**src/rtl/demosaic_tap_accum.sv**
```systemverilog
// Accumulates TAPS unsigned tap products per pixel, rounds half-up by SHIFT and saturates to PIX_WIDTH.
// Pixel registered on the final-tap edge; only the final tap stalls while a held pixel is not drained.
module demosaic_tap_accum #(
    parameter int PROD_WIDTH = 28,
    parameter int TAPS       = 4,
    parameter int ACC_WIDTH  = 32,
    parameter int SHIFT      = 8,
    parameter int PIX_WIDTH  = 8
) (
    input  logic                  ap_clk,
    input  logic                  ap_rst_n,
    input  logic                  clear,
    input  logic [PROD_WIDTH-1:0] prod_tdata,
    input  logic                  prod_tvalid,
    output logic                  prod_tready,
    output logic [PIX_WIDTH-1:0]  out_tdata,
    output logic                  out_tsat,
    output logic                  out_tvalid,
    input  logic                  out_tready,
    output logic                  sat_sticky
);

    localparam int CNT_W = $clog2(TAPS);
    localparam logic [CNT_W-1:0] LAST_TAP = CNT_W'(TAPS - 1);
    // One extra bit for the final add and one for the rounding add, so neither can wrap.
    localparam int SUM_W = ACC_WIDTH + 2;
    localparam logic [SUM_W-1:0] RND_HALF = SUM_W'(1) << (SHIFT - 1);

    logic [ACC_WIDTH-1:0] r_acc;
    logic [CNT_W-1:0]     r_tap_cnt;
    logic [PIX_WIDTH-1:0] r_out_tdata;
    logic                 r_out_tsat;
    logic                 r_out_tvalid;
    logic                 r_sat_sticky;

    logic                 w_last_tap;
    logic                 w_prod_tready;
    logic                 w_accept;
    logic                 w_final;
    logic [SUM_W-1:0]     w_sum;
    logic [SUM_W-1:0]     w_rounded;
    logic                 w_sat;

    assign w_last_tap    = (r_tap_cnt == LAST_TAP);
    assign w_prod_tready = !clear && !(w_last_tap && r_out_tvalid && !out_tready);
    assign w_accept      = prod_tvalid && w_prod_tready;
    assign w_final       = w_accept && w_last_tap;

    assign w_sum     = SUM_W'(r_acc) + SUM_W'(prod_tdata);
    assign w_rounded = (w_sum + RND_HALF) >> SHIFT;
    assign w_sat     = |w_rounded[SUM_W-1:PIX_WIDTH];

    always_ff @(posedge ap_clk or negedge ap_rst_n) begin
        if (!ap_rst_n) begin
            r_acc        <= '0;
            r_tap_cnt    <= '0;
            r_out_tdata  <= '0;
            r_out_tsat   <= 1'b0;
            r_out_tvalid <= 1'b0;
            r_sat_sticky <= 1'b0;
        end else begin
            if (clear) begin
                r_tap_cnt <= '0;
                r_acc     <= '0;
            end else if (w_accept) begin
                if (w_last_tap) begin
                    r_tap_cnt <= '0;
                    r_acc     <= '0;
                end else begin
                    r_tap_cnt <= r_tap_cnt + CNT_W'(1);
                    // First tap loads directly so groups run back to back.
                    r_acc     <= (r_tap_cnt == '0) ? ACC_WIDTH'(prod_tdata)
                                                   : w_sum[ACC_WIDTH-1:0];
                end
            end

            if (w_final) begin
                r_out_tdata  <= w_sat ? '1 : w_rounded[PIX_WIDTH-1:0];
                r_out_tsat   <= w_sat;
                r_out_tvalid <= 1'b1;
            end else if (r_out_tvalid && out_tready) begin
                r_out_tvalid <= 1'b0;
            end

            if (clear) begin
                r_sat_sticky <= 1'b0;
            end else if (w_final && w_sat) begin
                r_sat_sticky <= 1'b1;
            end
        end
    end

    assign prod_tready = w_prod_tready;
    assign out_tdata   = r_out_tdata;
    assign out_tsat    = r_out_tsat;
    assign out_tvalid  = r_out_tvalid;
    assign sat_sticky  = r_sat_sticky;

endmodule

```
**config.mk**
```make
export PLATFORM = sky130hd
export DESIGN_NAME = demosaic_tap_accum
export DESIGN_NICKNAME = d
export VERILOG_FILES = /design/src/rtl/demosaic_tap_accum.sv
export SDC_FILE = /design/constraint.sdc
export NUM_CORES = 1
export LEC_CHECK = 0
export BUFFER_PORTS_ARGS = -buffer_cell sky130_fd_sc_hd__buf_2
export CORE_MARGIN = 1
export CORE_UTILIZATION = 60
export CTS_CLUSTER_SIZE = 24
export DETAILED_ROUTE_END_ITERATION = 8
export GPL_TIMING_DRIVEN = 0
export PLACE_DENSITY = 0.81
export SLEW_MARGIN = 40
export SYNTH_ARGS = -nofsm -noshare
export SYNTH_HDL_FRONTEND = slang
export SYNTH_SLANG_ARGS = --single-unit
```
**constraint.sdc**
```tcl
create_clock -name ap_clk -period 5.1 [get_ports ap_clk]
set_input_delay 0.255 -clock ap_clk [delete_from_list [all_inputs] [get_ports ap_clk]]
set_output_delay 0.255 -clock ap_clk [all_outputs]
set_load 0.02 [all_outputs]
```
; ---- Word-level counts from Yosys, hierarchy flattened
; Cells that the tools add are included.
[word_totals]
output_inout_bits = 12
register_bits = 45
mem_count = 0
wordCells = 37
latchBits = 0
mem_bits_ro = 0
ramBits = 0
[classes]
n_reduce_logical = 15
n_addsub = 3
eq_ne = 1
shift = 0
n_mux = 12
magnitude_cmp = 0
mul = 0
div_mod_pow = 0
bitwise = 0
[op_table]
columns = op, count
row1 = $mux W32, 4
row2 = $add A33 B8 Y34 const B, 1
row3 = $add A32 B28 Y33, 1
row4 = $reduce_or A18 Y1, 1
row5 = $mux W8, 1
row6 = $logic_and A1 B1 Y1, 7
row7 = $mux W2, 3
row8 = $reduce_bool A2 Y1, 3
row9 = $mux W1, 4
row10 = $logic_not A1 Y1, 3
row11 = $add A2 B1 Y2 const B, 1
row12 = $eq A2 B2 Y1 const B, 1
row13 = $logic_not A2 Y1, 1

; ---- Depth between registers and ports, before layout
[logic_depth]
ltp_word = 10
mapped_depth = 18

; ---- Worst setup path before layout
; Ideal clock, no wire load.
[synth_timing]
path_kind = register to register
from = register r_acc[0]
to = register r_out_tdata[7] (netlist: out_tdata[7])
t_arrival_ns = 4.127
slack_ns = 0.891
n_path_buf = 1
setup_ns = 0.082
required_ns = 5.018
path_stages_with_launch = 19
path_cell_list = dfrtp_1 > ha_1 > fa_1 > a211o_1 > a211oi_1 > nor2_1 > xor2_1 > ha_1 > inv_1 > a221oi_1 > and4_1 > nand4_1 > nor3_1 > nand4_1 > and3_1 > o22a_1 > and4_1 > buf_4 > a31oi_1
[synth_between]
elab_chain_len = 4
[synth_rtl]
columns = element, line
row1 = "start, declared", 29  ; logic [ACC_WIDTH-1:0] r_acc;
row2 = "start signal, assigned", 72  ; r_acc <= (r_tap_cnt == '0) ? ACC_WIDTH'(prod_tdata)
row3 = $add A32 B28 Y33 *, 49  ; assign w_sum = SUM_W'(r_acc) + SUM_W'(prod_tdata);
row4 = $add A33 B8 Y34 *, 50  ; assign w_rounded = (w_sum + RND_HALF) >> SHIFT;
row5 = $reduce_or A18 Y1, 51  ; assign w_sat = |w_rounded[SUM_W-1:PIX_WIDTH];
row6 = $mux W8 *, 78  ; r_out_tdata <= w_sat ? '1 : w_rounded[PIX_WIDTH-1:0];
row7 = "end signal, assigned", 78
row8 = "end, declared", 31  ; logic [PIX_WIDTH-1:0] r_out_tdata;
; Mark *: on every way between the ends. The rest lies on a longest branch, timed or not.
; A chain may end at the register's enable or synchronous reset.

; ---- Final worst setup path
[layout_timing]
from = register r_acc[1]
to = register r_out_tdata[1] (netlist: out_tdata[1])
; The elaborated chain is that of the path after synthesis.

==> out/metrics.cfg <==
[worst_setup_path]
r2r_start = r_acc[1]
rrSetupSlack_ns = 0.29
cp-end-kind = flop
cp_max_fo = 10
worstRegToRegCells = 14
cp.arrival_ns = 4.99
endpoint = out_tdata[1]
critPathLaunchType = flop
r2r-end = out_tdata[1]
worstSetupStartpoint = r_acc[1]
cp_data_required_time_ns = 5.28
critical_path_class = reg -> reg

[clock_network]
cts_made_buffers = 5
cts_max_level = 2
clock_sinks = 45
clock_latency_ns = 0.31
cts_tree = done
cts_buffer_depth = 2
root_buffer = clkbuf_8
path_clk_slew_ns = 0.09

[place]
placed_area_um2 = 4750
gp_congestion = 0.924
hpwlAfterDp_mm = 9.64
io_buffers = 44

[worst_hold_path]
hold_class = in -> reg

[power]
cellInternalPower_mw = 0.874
p_seq_share_pct = 27.8
power.leakage_nw = 2.20
p_sw_mw = 0.754
pwr-share-clk_pct = 17.5
p_per_area_nw_per_um2 = 333
ir_worst_vdd_mv = 0.153
netSwitchingFraction_pct = 46.3
p_comb_share_pct = 54.6

[floorplan]
dieHeight_um = 87.7
rows = 30
die_x_um = 87.7
design.die.area_um2 = 7690
initial_core_util_pct = 63.5
ios = 45
coreArea_um2 = 6940

[synth]
synth_edf_count = 0
seq_area_frac_synth_pct = 25.5
synth_warnings = 0
ys_types = 62
async_flop_share_pct = 100
syn_nets = 639
synth_area_um2 = 4410
syn_inst = 574
avgSynthCellArea_um2 = 7.68
ys_ff_latch = 45
ys.flop_type = dfrtp_1

[timing]
max_freq_mhz = 208
totalNegativeSetupSlack_ns = 0
fin_crit_sh_pct = 94.3
slew_violations = 0
grt_setup_unrepaired = no
min_period_ns = 4.81
finalHoldViolCount = 0
relSlewSlack_pct = 40.8
setup_viol = 0
skew_ns = 0.0125
tightest_slew_ns = 0.866

[cells_and_area]
drive_above_1_share_pct = 11.0
n_antenna_cell = 0
stdcell_area_um2 = 4890
nets = 691
areaGrowthSynthToFinish_pct = 11.0

[routing]
route.detailed.drc = 0
drtAntennaViolNets = 0
wl_per_cell_um = 17.2
vias = 4616
vias_per_cell = 6.38
drt-initial-drc-count = 350
drt_first_pass_iters = 5
wl_mm = 12.4

[grt]
first_global_vias = 4086
grt-ovfl-total = 0
antenna_found_initial = 0
grt_max_degree = 46
grt_pass1_wl_mm = 19.6
track_usage_pct = 33.1

[run]
maxCapViolations = 0

[outcome]
status = finished clean

-- Yosys cell counts, drive strengths merged (4+ instances only) --
master	n	area share [%]
nand3	5	0.57
or2	4	0.57
and2	6	0.85
o31ai	5	0.85
nand2	73	6.2
nor2	59	5.0
and3	4	0.57
nand4	15	2.1
a211oi	11	1.9
inv	11	0.94
mux2i	16	3.6
a21oi	59	6.7
o21a	8	1.4
ha	31	8.8
and4	5	0.99
o211ai	4	0.68
o21ai	60	6.8
nor2b	5	0.71
a31oi	11	1.6
xnor2	15	3.0
a211o	4	0.79
a21o	11	1.9
nor3	14	1.6
nor4	6	1.2
xor2	14	2.8
clkbuf	22	1.9
dfrtp	45	26
buf	5	0.54
-- critical path, cell delays in order, from the launching register on --
cell and delay (ns):
dfrtp_1 0.43, ha_1 0.32, a211oi_1 0.48, o21ai_1 0.24, a22oi_1 0.37, mux2_2 0.40, a211oi_1 0.63, nand3_1 0.39
nor4_4 0.40, o311a_1 0.23, a21oi_1 0.08, nor4b_2 0.25, and4_1 0.21, buf_4 0.16, a31oi_1 0.09
-- what timing repair did --
action                                  4_1_cts  5_1_grt
hold buffers                                  1        0
endpoints found under the setup margin        0       10
buffers inserted                              0        0
gates resized for setup                       0        3
hold endpoints to repair                     45        0
-- per-layer routing --
metal / routed length (µm) / up-vias / global-route usage, %
li1: - / 2224 / -
met1: 5650 / 2190 / 45.0
met2: 5560 / 173 / 53.9
met3: 919 / 29 / 4.90
met4: 300 / 0 / 11.0
met5: 0 / - / 0
-- flip-flops by register name, indices dropped and copies added (netlist names) --
| name | count |
|---|---|
| r_acc | 32 |
| out_tdata | 8 |
| r_tap_cnt | 2 |
| out_tsat | 1 |
| sat_sticky | 1 |
| out_tvalid | 1 |
-- layout by cell type, fill, tap and decap left out, types with 5 or more instances in the layout --
cell	Yosys	final
and2_1	6	6
xnor2_1	15	15
dfrtp_1	45	45
a211oi_1	11	10
mux2i_1	16	16
o21ai_0	58	58
nor2_1	59	59
clkbuf_8	0	5
inv_1	11	11
o21a_1	8	8
nor3_1	14	13
ha_1	31	31
clkbuf_1	22	22
o31ai_1	5	5
nand4_1	15	15
a21oi_1	59	59
a21o_1	11	11
xor2_1	14	14
nor4_1	5	5
nand2_1	73	73
and4_1	5	5
nor2b_1	5	5
buf_2	1	44
a31oi_1	11	11
nand3_1	5	5
-- metrics by stage --
stage / hold slack [ns] / power, mW / instances / setup slack, ns / utilization [%]
floorplan: -0.0406 / 1.08 / 574 / 0.891 / -
global placement: 0.463 / 1.29 / 714 / 0.254 / 68.4
detailed placement: 0.296 / 1.32 / 714 / 0.167 / 68.4
CTS: 0.206 / 1.61 / 723 / 0.112 / 70.2
global route: 0.215 / 1.74 / 723 / 0.0653 / 70.5
finish: 0.211 / 1.63 / 723 / 0.291 / 70.5
-- area by class of cell --
class / instances / area [µm²]
timing repair buffer: 45 / 233
sequential: 45 / 1130
inverter: 11 / 41.3
buffer: 27 / 108
clock buffer: 5 / 68.8
multi-input combinational: 491 / 3150
fill: 593 / 2050
clock inverter: 3 / 46.3
tap: 96 / 120
-- power by group through the flow --
| stage | combinational (mW) | sequential [mW] | clock, mW |
|---|---|---|---|
| 5_1_grt | 0.973 | 0.459 | 0.306 |
| 4_1_cts | 0.863 | 0.452 | 0.293 |
| 3_5_place_dp | 0.856 | 0.460 | 0 |
| 2_1_floorplan | 0.592 | 0.490 | 0 |
| 3_3_place_gp | 0.838 | 0.456 | 0 |
| 6_report | 0.889 | 0.453 | 0.285 |
-- how the worst min path moves through the flow --
stage               slack (ns)  cells past startpoint           end     start
finish                    0.21                      2  r_tap_cnt[1]     clear
global route              0.22                      2  r_tap_cnt[1]     clear
CTS                       0.21                      2  r_tap_cnt[1]     clear
detailed placement        0.30                      1      r_acc[1]  ap_rst_n
global placement          0.46                      2      r_acc[0]  r_acc[0]
floorplan                -0.04                      0  out_tdata[0]  ap_rst_n
-- cell families (layout without fill, tap and decap cells) --
family,count (synthesis),count (layout),synth area share (%)
AO/OA/AOI/OAI,203,203,28.8
XOR/XNOR,29,29,5.76
adder cells (fa/ha/maj),32,32,9.25
buffers and inverters,38,91,3.35
flip-flops,45,45,25.5
multiplexers,17,17,3.89
AND/OR/NAND/NOR,210,210,23.4
Power figures use the tool's default switching activity.
